`config.mk`:
```
export PLATFORM = sky130hd
export DESIGN_NAME = rx_os_checker_array_flat
export DESIGN_NICKNAME = d
export VERILOG_FILES = /design/src/rtl/rx_os_checker_array_pkg.sv /design/src/rtl/rx_os_checker_array_if.sv /design/src/rtl/rx_os_checker_array_lane_counter.sv /design/src/rtl/rx_os_checker_array.sv /design/src/flat_wrapper.sv
export SDC_FILE = /design/constraint.sdc
export NUM_CORES = 1
export LEC_CHECK = 0
export ABC_AREA = 0
export BUFFER_PORTS_ARGS = -buffer_cell sky130_fd_sc_hd__buf_2
export CAP_MARGIN = 20
export CORE_ASPECT_RATIO = 0.9
export CORE_UTILIZATION = 50
export DETAILED_ROUTE_END_ITERATION = 10
export GPL_TIMING_DRIVEN = 0
export PLACE_DENSITY = 0.8
export SYNTH_ARGS = -nofsm -noshare
export SYNTH_HDL_FRONTEND = slang
export SYNTH_HIERARCHICAL = 1
export SYNTH_SLANG_ARGS = --single-unit
export TNS_END_PERCENT = 100
```
`constraint.sdc`:
```
create_clock -name clk -period 3.3 [get_ports clk]
set_input_delay 0.33 -clock clk [delete_from_list [all_inputs] [get_ports clk]]
set_output_delay 0.33 -clock clk [all_outputs]
set_load 0.02 [all_outputs]
```
`src/rtl/rx_os_checker_array_pkg.sv`:
```
// Shared definitions for the RX ordered-set checker array: LTSSM substate codes,
// ordered-set type encodings and the PAD symbol value.
package rx_os_checker_array_pkg;

  typedef enum logic [3:0] {
    DETECT_QUIET            = 4'd0,
    DETECT_ACTIVE           = 4'd1,
    POLLING_ACTIVE          = 4'd2,
    POLLING_CONFIGURATION   = 4'd3,
    CONFIG_LINKWIDTH_START  = 4'd4,
    CONFIG_LINKWIDTH_ACCEPT = 4'd5,
    CONFIG_LANENUM_WAIT     = 4'd6,
    CONFIG_LANENUM_ACCEPT   = 4'd7,
    CONFIG_COMPLETE         = 4'd8,
    CONFIG_IDLE             = 4'd9
  } substate_e;

  typedef enum logic [1:0] {
    OS_OTHER = 2'b00,
    OS_TS1   = 2'b01,
    OS_TS2   = 2'b10,
    OS_IDLE  = 2'b11
  } os_type_e;

  localparam logic [7:0] PAD     = 8'hF7;
  localparam logic [4:0] CNT_MAX = 5'd31;

  // Lanes below the detected-lane count are active; the rest are held cleared.
  function automatic logic lane_active(input int idx, input logic [4:0] num_lanes);
    return idx < int'({27'd0, num_lanes});
  endfunction

endpackage

```
`src/rtl/rx_os_checker_array_if.sv`:
```
// Bundle between the per-lane OS decoders / master RX LTSSM and the checker array.
// osValid is a one-cycle strobe per decoded ordered set; there is no backpressure, every strobe is consumed.
interface rx_os_checker_array_if #(parameter int MAXLANES = 16);

  logic [3:0]            substate;
  logic [4:0]            comparatorsCount;
  logic [MAXLANES-1:0]   resetOsCheckers;
  logic [4:0]            numberOfDetectedLanes;
  logic [MAXLANES-1:0]   osValid;
  logic [2*MAXLANES-1:0] osType;
  logic [8*MAXLANES-1:0] osLinkNum;
  logic [8*MAXLANES-1:0] osLaneNum;
  logic [MAXLANES-1:0]   countersComparators;
  logic [7:0]            capturedLinkNum;
  logic [8*MAXLANES-1:0] capturedLaneNum;

  modport master (
    output substate, comparatorsCount, resetOsCheckers, numberOfDetectedLanes,
           osValid, osType, osLinkNum, osLaneNum,
    input  countersComparators, capturedLinkNum, capturedLaneNum
  );

  modport slave (
    input  substate, comparatorsCount, resetOsCheckers, numberOfDetectedLanes,
           osValid, osType, osLinkNum, osLaneNum,
    output countersComparators, capturedLinkNum, capturedLaneNum
  );

endinterface

```
`src/rtl/rx_os_checker_array_lane_counter.sv`:
```
// One lane's checker: substate-dependent OS match, consecutive-identical counter,
// stored link/lane fields and the registered "count reached" bit.
module rx_os_lane_counter
  import rx_os_checker_array_pkg::*;
(
  input  logic       clk,
  input  logic       reset,
  input  logic       clear_i,
  input  logic       valid_i,
  input  logic [3:0] substate_i,
  input  logic [4:0] count_req_i,
  input  logic [1:0] os_type_i,
  input  logic [7:0] link_i,
  input  logic [7:0] lane_i,
  output logic       cmp_o,
  output logic [7:0] link_o,
  output logic [7:0] lane_o
);

  logic [4:0] cnt_q, cnt_d;
  logic [7:0] link_q, link_d;
  logic [7:0] lane_q, lane_d;
  logic       cmp_q, cmp_d;
  logic       match;
  logic       same;
  logic       is_ts1, is_ts2, link_ok, lane_ok;

  assign is_ts1  = (os_type_i == OS_TS1);
  assign is_ts2  = (os_type_i == OS_TS2);
  assign link_ok = (link_i != PAD);
  assign lane_ok = (lane_i != PAD);

  always_comb begin
    match = 1'b0;
    case (substate_e'(substate_i))
      POLLING_ACTIVE:          match = is_ts1 || is_ts2;
      POLLING_CONFIGURATION:   match = is_ts2;
      CONFIG_LINKWIDTH_START:  match = is_ts1 && link_ok;
      CONFIG_LINKWIDTH_ACCEPT: match = is_ts1 && link_ok && lane_ok;
      CONFIG_LANENUM_WAIT:     match = (is_ts1 || is_ts2) && lane_ok;
      CONFIG_LANENUM_ACCEPT:   match = is_ts2 && link_ok && lane_ok;
      CONFIG_COMPLETE:         match = is_ts2 && link_ok && lane_ok;
      CONFIG_IDLE:             match = (os_type_i == OS_IDLE);
      default:                 match = 1'b0;
    endcase
  end

  // IDLE sets carry no meaningful fields, so they always count as identical.
  assign same = (substate_e'(substate_i) == CONFIG_IDLE) ||
                ((link_i == link_q) && (lane_i == lane_q));

  always_comb begin
    cnt_d  = cnt_q;
    link_d = link_q;
    lane_d = lane_q;
    if (clear_i) begin
      cnt_d  = '0;
      link_d = PAD;
      lane_d = PAD;
    end else if (valid_i) begin
      if (match) begin
        if ((cnt_q == '0) || same) begin
          cnt_d = (cnt_q == CNT_MAX) ? CNT_MAX : cnt_q + 5'd1;
        end else begin
          cnt_d = 5'd1;
        end
        link_d = link_i;
        lane_d = lane_i;
      end else begin
        cnt_d = '0;
      end
    end
    cmp_d = (count_req_i != '0) && (cnt_d >= count_req_i);
  end

  always_ff @(posedge clk or negedge reset) begin
    if (!reset) begin
      cnt_q  <= '0;
      link_q <= PAD;
      lane_q <= PAD;
      cmp_q  <= 1'b0;
    end else begin
      cnt_q  <= cnt_d;
      link_q <= link_d;
      lane_q <= lane_d;
      cmp_q  <= cmp_d;
    end
  end

  assign cmp_o  = cmp_q;
  assign link_o = link_q;
  assign lane_o = lane_q;

endmodule

```
`src/rtl/rx_os_checker_array.sv`:
```
// Array of per-lane ordered-set checkers producing the master RX LTSSM's per-lane
// "condition met" vector plus the captured link/lane numbers.
module rx_os_checker_array
  import rx_os_checker_array_pkg::*;
#(
  parameter int MAXLANES = 16
) (
  input  logic                 clk,
  input  logic                 reset,
  rx_os_checker_array_if.slave bus
);

  logic [7:0] lane_link [MAXLANES];

  for (genvar i = 0; i < MAXLANES; i++) begin : g_lane
    logic clear;

    // Master clear and inactive lanes both hold the lane at its cleared state.
    assign clear = !bus.resetOsCheckers[i] || !lane_active(i, bus.numberOfDetectedLanes);

    rx_os_lane_counter u_lane (
      .clk         (clk),
      .reset       (reset),
      .clear_i     (clear),
      .valid_i     (bus.osValid[i]),
      .substate_i  (bus.substate),
      .count_req_i (bus.comparatorsCount),
      .os_type_i   (bus.osType[2*i +: 2]),
      .link_i      (bus.osLinkNum[8*i +: 8]),
      .lane_i      (bus.osLaneNum[8*i +: 8]),
      .cmp_o       (bus.countersComparators[i]),
      .link_o      (lane_link[i]),
      .lane_o      (bus.capturedLaneNum[8*i +: 8])
    );
  end

  assign bus.capturedLinkNum = lane_link[0];

endmodule
```
`src/flat_wrapper.sv`:
```
// flat-port wrapper written by rule: the top's interface ports become plain ports
module rx_os_checker_array_flat import rx_os_checker_array_pkg::*;
#(
  parameter int MAXLANES = 16
)
  (clk, reset, bus_substate, bus_comparatorsCount, bus_resetOsCheckers, bus_numberOfDetectedLanes, bus_osValid, bus_osType, bus_osLinkNum, bus_osLaneNum, bus_countersComparators, bus_capturedLinkNum, bus_capturedLaneNum);
  rx_os_checker_array_if #(.MAXLANES(MAXLANES)) bus_i ();
  input  logic clk;
  input  logic reset;
  input wire logic [$bits(bus_i.substate)-1:0] bus_substate;
  input wire logic [$bits(bus_i.comparatorsCount)-1:0] bus_comparatorsCount;
  input wire logic [$bits(bus_i.resetOsCheckers)-1:0] bus_resetOsCheckers;
  input wire logic [$bits(bus_i.numberOfDetectedLanes)-1:0] bus_numberOfDetectedLanes;
  input wire logic [$bits(bus_i.osValid)-1:0] bus_osValid;
  input wire logic [$bits(bus_i.osType)-1:0] bus_osType;
  input wire logic [$bits(bus_i.osLinkNum)-1:0] bus_osLinkNum;
  input wire logic [$bits(bus_i.osLaneNum)-1:0] bus_osLaneNum;
  output wire logic [$bits(bus_i.countersComparators)-1:0] bus_countersComparators;
  output wire logic [$bits(bus_i.capturedLinkNum)-1:0] bus_capturedLinkNum;
  output wire logic [$bits(bus_i.capturedLaneNum)-1:0] bus_capturedLaneNum;
  assign bus_i.substate = bus_substate;
  assign bus_i.comparatorsCount = bus_comparatorsCount;
  assign bus_i.resetOsCheckers = bus_resetOsCheckers;
  assign bus_i.numberOfDetectedLanes = bus_numberOfDetectedLanes;
  assign bus_i.osValid = bus_osValid;
  assign bus_i.osType = bus_osType;
  assign bus_i.osLinkNum = bus_osLinkNum;
  assign bus_i.osLaneNum = bus_osLaneNum;
  assign bus_countersComparators = bus_i.countersComparators;
  assign bus_capturedLinkNum = bus_i.capturedLinkNum;
  assign bus_capturedLaneNum = bus_i.capturedLaneNum;
  rx_os_checker_array #(.MAXLANES(MAXLANES)) u_core (.clk(clk), .reset(reset), .bus(bus_i));
endmodule
```
Word level (Yosys, flattened, before mapping):

Cells that the tools add are included.

* ROM bits: 0
* input port bits: 336
* output and inout port bits: 152
* RAM bits: 0
* bits in latches: 0
* register bits after elaboration: 352
* memories kept: 0

* add/sub/neg operators: 16
* shift-type cells: 0
* multipliers: 0
* reductions and logical operators: 274
* order comparisons: 32
* equality and inequality tests: 136
* multiplexer cells: 192
* bitwise gates (word level): 0
* div/mod/pow operators: 0

Operators with widths (count)
* $mux W8: 96
* $mux W5: 80
* $eq A8 B8 Y1: 32
* $ne A8 B8 Y1 const B: 32
* $logic_and A1 B1 Y1: 112
* $pmux W1 S7: 16
* $add A5 B1 Y5 const B: 16
* $eq A5 B5 Y1 const B: 16
* $ge A5 B5 Y1: 16
* $logic_not A5 Y1: 16
* $eq A2 B2 Y1 const B: 32
* $logic_or A1 B1 Y1: 64
* $reduce_bool A2 Y1: 32
* $lt A4 B5 Y1 const A: 8
* $eq A2 B1 Y1 const B: 16
* $logic_not A1 Y1: 32
* $reduce_and A2 Y1: 16
* $lt A3 B5 Y1 const A: 4
* $eq A4 B3 Y1 const B: 4
* $lt A1 B5 Y1 const A: 2
* $lt A2 B5 Y1 const A: 2
* $eq A4 B2 Y1 const B: 2
* $eq A4 B4 Y1 const B: 2
* $reduce_bool A5 Y1: 1
* $reduce_or A2 Y1: 1

Logic depth before layout (Yosys ltp):

* depth after elaboration: 10
* mapped depth: 15

By module:

Netlist, hierarchy kept.

By module, submodules not included
* rx_os_lane_counter at u_core.g_lane[0].u_lane ...: area each 1590.3 um2, cells each 175, seq. area each 568.0 um2, times used 11
* rx_os_lane_counter at u_core.g_lane[5].u_lane ...: area each 1575.3 um2, cells each 171, seq. area each 568.0 um2, times used 4
* rx_os_lane_counter at u_core.g_lane[9].u_lane: area each 1587.8 um2, cells each 174, seq. area each 568.0 um2, times used 1
* rx_os_checker_array: area each 220.2 um2, cells each 30, seq. area each 0.0 um2, times used 1

Worst setup path after synthesis:

No wires, ideal clock.

* path kind: input port to flip-flop
* start point: input port bus_substate[1]
* end point: register u_core.g_lane[5].u_lane.cmp_q
* arrival time: 2.756 ns
* setup slack: 0.416 ns
* stages on the path: 12
* path through: and3b_1 > or3b_4 > a2111oi_4 > nor3_1 > a221o_1 > ha_1 > nand2b_1 > a21o_1 > a21o_1 > a21o_1 > a21oi_1 > a21oi_1

* word-level cells in the longest chain between the ends: 9
* elaborated cells on any way between the ends: 18
* classes of those cells: order compare: 1; eq/ne: 8; mux: 5; reduce/logical: 4

Ends and longest elaborated chain
* start: declaration: RTL line flat_wrapper.sv:10 `input wire logic [$bits(bus_i.substate)-1:0] bus_substate;`
* parallel branches: the longest is 4 deep, another holds $pmux W1 S7
* $mux W5 *: RTL line rx_os_checker_array_lane_counter.sv:61 `if (match) begin`
* $mux W5 *: RTL line rx_os_checker_array_lane_counter.sv:60 `end else if (valid_i) begin`
* $mux W5 *: RTL line rx_os_checker_array_lane_counter.sv:56 `if (clear_i) begin`
* $ge A5 B5 Y1 *: RTL line rx_os_checker_array_lane_counter.sv:73 `cmp_d = (count_req_i != '0) && (cnt_d >= count_req_i);`
* $logic_and A1 B1 Y1 *: RTL line rx_os_checker_array_lane_counter.sv:73
* named net u_core.g_lane[5].u_lane.cmp_d: RTL line rx_os_checker_array_lane_counter.sv:23 `logic cmp_q, cmp_d;`
* end signal: assignment: RTL line rx_os_checker_array_lane_counter.sv:86 `cmp_q <= cmp_d;`
* end: declaration: RTL line rx_os_checker_array_lane_counter.sv:23

Mark *: on every way through the listed nets, which the timed path passes.
A chain may end at the register's enable or synchronous reset.

Worst setup path in the final report:

* start point: input port bus_substate[2]
* end point: register u_core.g_lane[7].u_lane.cmp_q

* word-level cells in the longest chain between the ends: 9
* elaborated cells on any way between the ends: 18
* classes of those cells: order compare: 1; eq/ne: 8; mux: 5; reduce/logical: 4

Ends and longest elaborated chain (RTL line)
* parallel branches: the longest is 4 deep, another holds $pmux W1 S7
* $mux W5 *: rx_os_checker_array_lane_counter.sv:61
* $mux W5 *: rx_os_checker_array_lane_counter.sv:60
* $mux W5 *: rx_os_checker_array_lane_counter.sv:56
* $ge A5 B5 Y1 *: rx_os_checker_array_lane_counter.sv:73
* $logic_and A1 B1 Y1 *: rx_os_checker_array_lane_counter.sv:73
* named net u_core.g_lane[7].u_lane.cmp_d: rx_os_checker_array_lane_counter.sv:23
* end signal: assignment: rx_os_checker_array_lane_counter.sv:86
* end: declaration: rx_os_checker_array_lane_counter.sv:23

Marks and branches as above.

==> metrics.md <==
| Metric | Value |
|---|---|
| Final Critical Period | `about 3.2 ns` |
| Leak | `about 13 nW` |
| Largest net degree at the start of global routing | `120` |
| CTS Root Cell | `clkbuf_16` |
| DRC viols | `0` |
| Die Span Y | `approximately 220 µm` |
| Fin. Hold Viols | `0` |
| Die area | `approximately 0.052 mm²` |
| Xor/xnor share of the synthesized area | `approximately 9%` |
| Crit-path max FO | `43` |
| Register bit total from synthesis | `around 350` |
| Vias in the first global route | `~23,000` |
| Slew headroom | `a little under a third` |
| Routability congestion estimate | `slightly above 0.9` |
| Ys Warns | `6` |
| Outcome | `finished clean` |
| Largest family of logic cells by synthesized area | `simple AND/OR/NAND/NOR gates` |
| WP data arrival | `between 3 and 4 ns` |
| Data required, critical path | `3.74 ns` |
| Post-Place Worst Slack | `-0.650 ns` |
| Kind of critical path | `in2reg` |
| Reg2Reg Setup Slack | `0.23 ns` |
| P per Cell Area | `~370 mW/mm²` |
| Final Util | `60.7%` |
| Ys flop type | `dfstp_2` |
| Die outline width | `about 240 µm` |
| DRT Wirelength | `between 70,000 and 80,000 µm` |
| Worst Tran Pin Value | `slightly above 1 ns` |
| Initial Util | `50.7%` |
| Syn_nets | `around 3,300` |
| Post-DP HPWL | `52,200 µm` |
| Initial antenna violation count | `16` |
| Clk_lat worst skew | `about 0.56 ns` |
| Period utilization | `a little over nine tenths` |
| Port Buffer Count | `slightly below 500` |
| Post-Syn Area | `between 0.02 and 0.03 mm²` |
| Final ANT Viol Nets | `0` |
| Worst Hold Class | `in2reg` |
| Area Overhead vs Synth | `19.6%` |
| Crit end category | `flop` |
| Gr ovfl total | `0` |
| Clock Skew | `0.00908 ns` |
| CP startpoint kind | `primary input` |
| Final layout net count | `3,847` |
| Hold slack | `roughly 0.052 ns` |
| Syn_area_per_cell | `slightly above 9 µm²` |
| Final setup violating endpoints | `0` |
| Post-synth EDFFs | `0` |
| WL/cell | `17.7 µm` |
| Post-synthesis adder-cell area fraction | `under 10%` |
| Total of max-cap violations | `0` |
| CTS tree | `built` |
| Clk slew on worst S/H paths | `0.06 ns` |
| Maximum vdd drop | `approximately 0.00035 V` |
| RSZ-0062 raised after global routing | `no` |
| # H-tree levels | `2` |
| Dpl cell area | `between 0.02 and 0.03 mm²` |
| Starting DRT DRC Count | `1,861` |
| CTS buffer count | `42` |
| Max clock buf depth | `3` |
| Routed vias | `about 23,000` |
| FFs w/ async S/R, synth | `between 90% and 100%` |
| Fin. max-slew vios | `0` |
| TritonCTS Sinks | `352` |
| Max Freq | `0.317 GHz` |
| Global-route wire length before repair | `about 120,000 µm` |
| Core Footprint | `around 0.05 mm²` |
| Share of layout cells above drive strength 1 | `28.3%` |
| Post-synthesis compound-gate area fraction | `between 10% and 20%` |
| Row cnt | `78` |
| Boundary pin count | `between 400 and 500` |
| Sequential fraction of the synthesis area | `between 30% and 40%` |
| Via density | `~5.7` |
| Post-route setup slack | `between 0.1 and 0.15 ns` |
| Post-synthesis mux area share | `roughly 1.3%` |
| Simple logic cell fraction of the synthesized area | `between 20% and 30%` |
| Mapped Cells | `between 2,000 and 3,000` |
| Count of cell types in the netlist | `66` |
| Finished Cell Area | `approximately 0.031 mm²` |
| GRT Overall Usage | `a little over a quarter` |
| Drt first pass iters | `5` |
[flip-flops by register name, summed over array words and instances (netlist names)]
signal	cells
u_core/g_lane.u_lane/link_o	128
u_core/g_lane.u_lane/cmp_o	16
u_core/g_lane.u_lane/cnt_q	80
u_core/g_lane.u_lane/lane_o	128
[path summary, 6_finish.rpt]
check                                                    from                            endpoint  depth (start not counted)
setup reg to reg           u_core/g_lane[12].u_lane/lane_o[4]      u_core/g_lane[12].u_lane/cmp_o                         13
hold / removal                              bus_osLinkNum[43]   u_core/g_lane[5].u_lane/link_o[3]                          3
max in group asynchronous                               reset  u_core/g_lane[14].u_lane/lane_o[5]                          4
min in group asynchronous                               reset    u_core/g_lane[6].u_lane/cnt_q[2]                          2
setup / recovery                              bus_substate[2]       u_core/g_lane[7].u_lane/cmp_o                         14
hold reg to reg             u_core/g_lane[2].u_lane/link_o[6]   u_core/g_lane[2].u_lane/link_o[6]                          2
[layout make-up]
type,count,area [µm²]
clock buffer,65,1290
fill,4281,19800
sequential,352,9090
multi-input combinational,2186,15200
inverter,144,541
tap,680,851
antenna,15,37.5
buffer,131,726
timing repair buffer,494,2660
clock inverter,10,178
[repair_timing]
| action | 4_1_cts | 5_1_grt |
|---|---|---|
| setup buffers | 0 | 0 |
| hold endpoints to repair | 30 | 0 |
| hold buffers | 1 | 0 |
| resized for setup | 2 | 8 |
| setup endpoints to repair | 2 | 14 |
[Yosys cell counts (all sizes together), types with 16 or more instances]
library cell,count,area share [%]
and2b,16,0.49
a2111oi,16,1.7
nand2,59,0.87
dfrtp,128,13
buf,65,1.9
o31ai,18,1.3
nor4b,44,2.6
ha,160,7.8
nor3,253,4.9
a41oi,16,0.55
nor4,42,1.3
nand4,134,3.3
nand2b,16,0.39
or2,29,0.71
a21oi,304,6.1
o21ai,32,0.63
and3,44,1.1
mux2i,32,1.3
xnor2,256,8.8
a21o,49,1.4
and2,31,0.77
nand4b,32,1.1
clkbuf,66,0.97
inv,144,2.1
nor2,395,5.8
o211ai,32,0.94
dfstp,224,23
nand3b,24,0.70
nand3,17,0.33
[cell usage in the layout (no fill, tap or decap), types with 13 or more instances in the layout]
| cell type | instances |
|---|---|
| nor4_1 | 32 |
| or2_2 | 16 |
| nand2_1 | 59 |
| inv_1 | 144 |
| o211ai_1 | 32 |
| buf_6 | 28 |
| nand3_1 | 17 |
| a21oi_1 | 293 |
| nor4b_1 | 16 |
| diode_2 | 15 |
| or2_1 | 13 |
| ha_1 | 160 |
| nand4b_1 | 32 |
| o21ai_0 | 32 |
| nand2b_1 | 16 |
| mux2i_1 | 32 |
| nor3_1 | 253 |
| buf_1 | 15 |
| dfrtp_1 | 128 |
| a41oi_1 | 16 |
| clkbuf_1 | 77 |
| nand4_1 | 134 |
| xnor2_1 | 256 |
| buf_2 | 504 |
| a21o_1 | 49 |
| nor4b_2 | 16 |
| nor2_1 | 395 |
| and2_1 | 30 |
| a2111oi_4 | 16 |
| and3_1 | 44 |
| clkbuf_16 | 45 |
| dfstp_2 | 224 |
| nand3b_1 | 24 |
[routing by layer]
| metal | vias to the layer above | GRT usage (%) | part of all wire [%] |
|---|---|---|---|
| met4 | 6 | 9.55 | 2.8 |
| met1 | 11200 | 35.7 | 43 |
| met5 | - | 0 | 0.055 |
| met3 | 151 | 4.95 | 6.7 |
| met2 | 788 | 44.4 | 48 |
| li1 | 11200 | - | - |
[critical path, cell delays in order]
cell       delay, ns
clkbuf_8        0.24
buf_16          0.25
and3b_1         0.25
or3b_4          0.39
a2111oi_4       0.42
nor3_1          0.08
a221o_1         0.39
ha_1            0.27
nand2b_1        0.14
a21o_1          0.19
a21o_1          0.18
a21o_1          0.16
a21oi_1         0.16
a21oi_1         0.07
[kinds of logic after synthesis]
logic type / count (synthesis)
fa+ha+maj: 160
compound gates: 553
flops: 352
buf+inv: 275
simple gates: 1185
mux: 32
xor+xnor: 256
[metrics by stage]
stage | TNS (ns) | cells | total power, mW
finish | 0 | 4077 | 11.4
global route | 0 | 4074 | 11.9
CTS | 0 | 4062 | 11.5
detailed placement | -6.73 | 3986 | 6.48
global placement | -1392.22 | 3980 | 6.43
floorplan | 0 | 2813 | 5.61
[where the power goes]
group          switching [mW]  internal, mW
clock                    1.90          3.07
combinational            1.17         0.748
sequential             0.0714          4.45
Note: power is estimated with default switching activity, not from simulation.
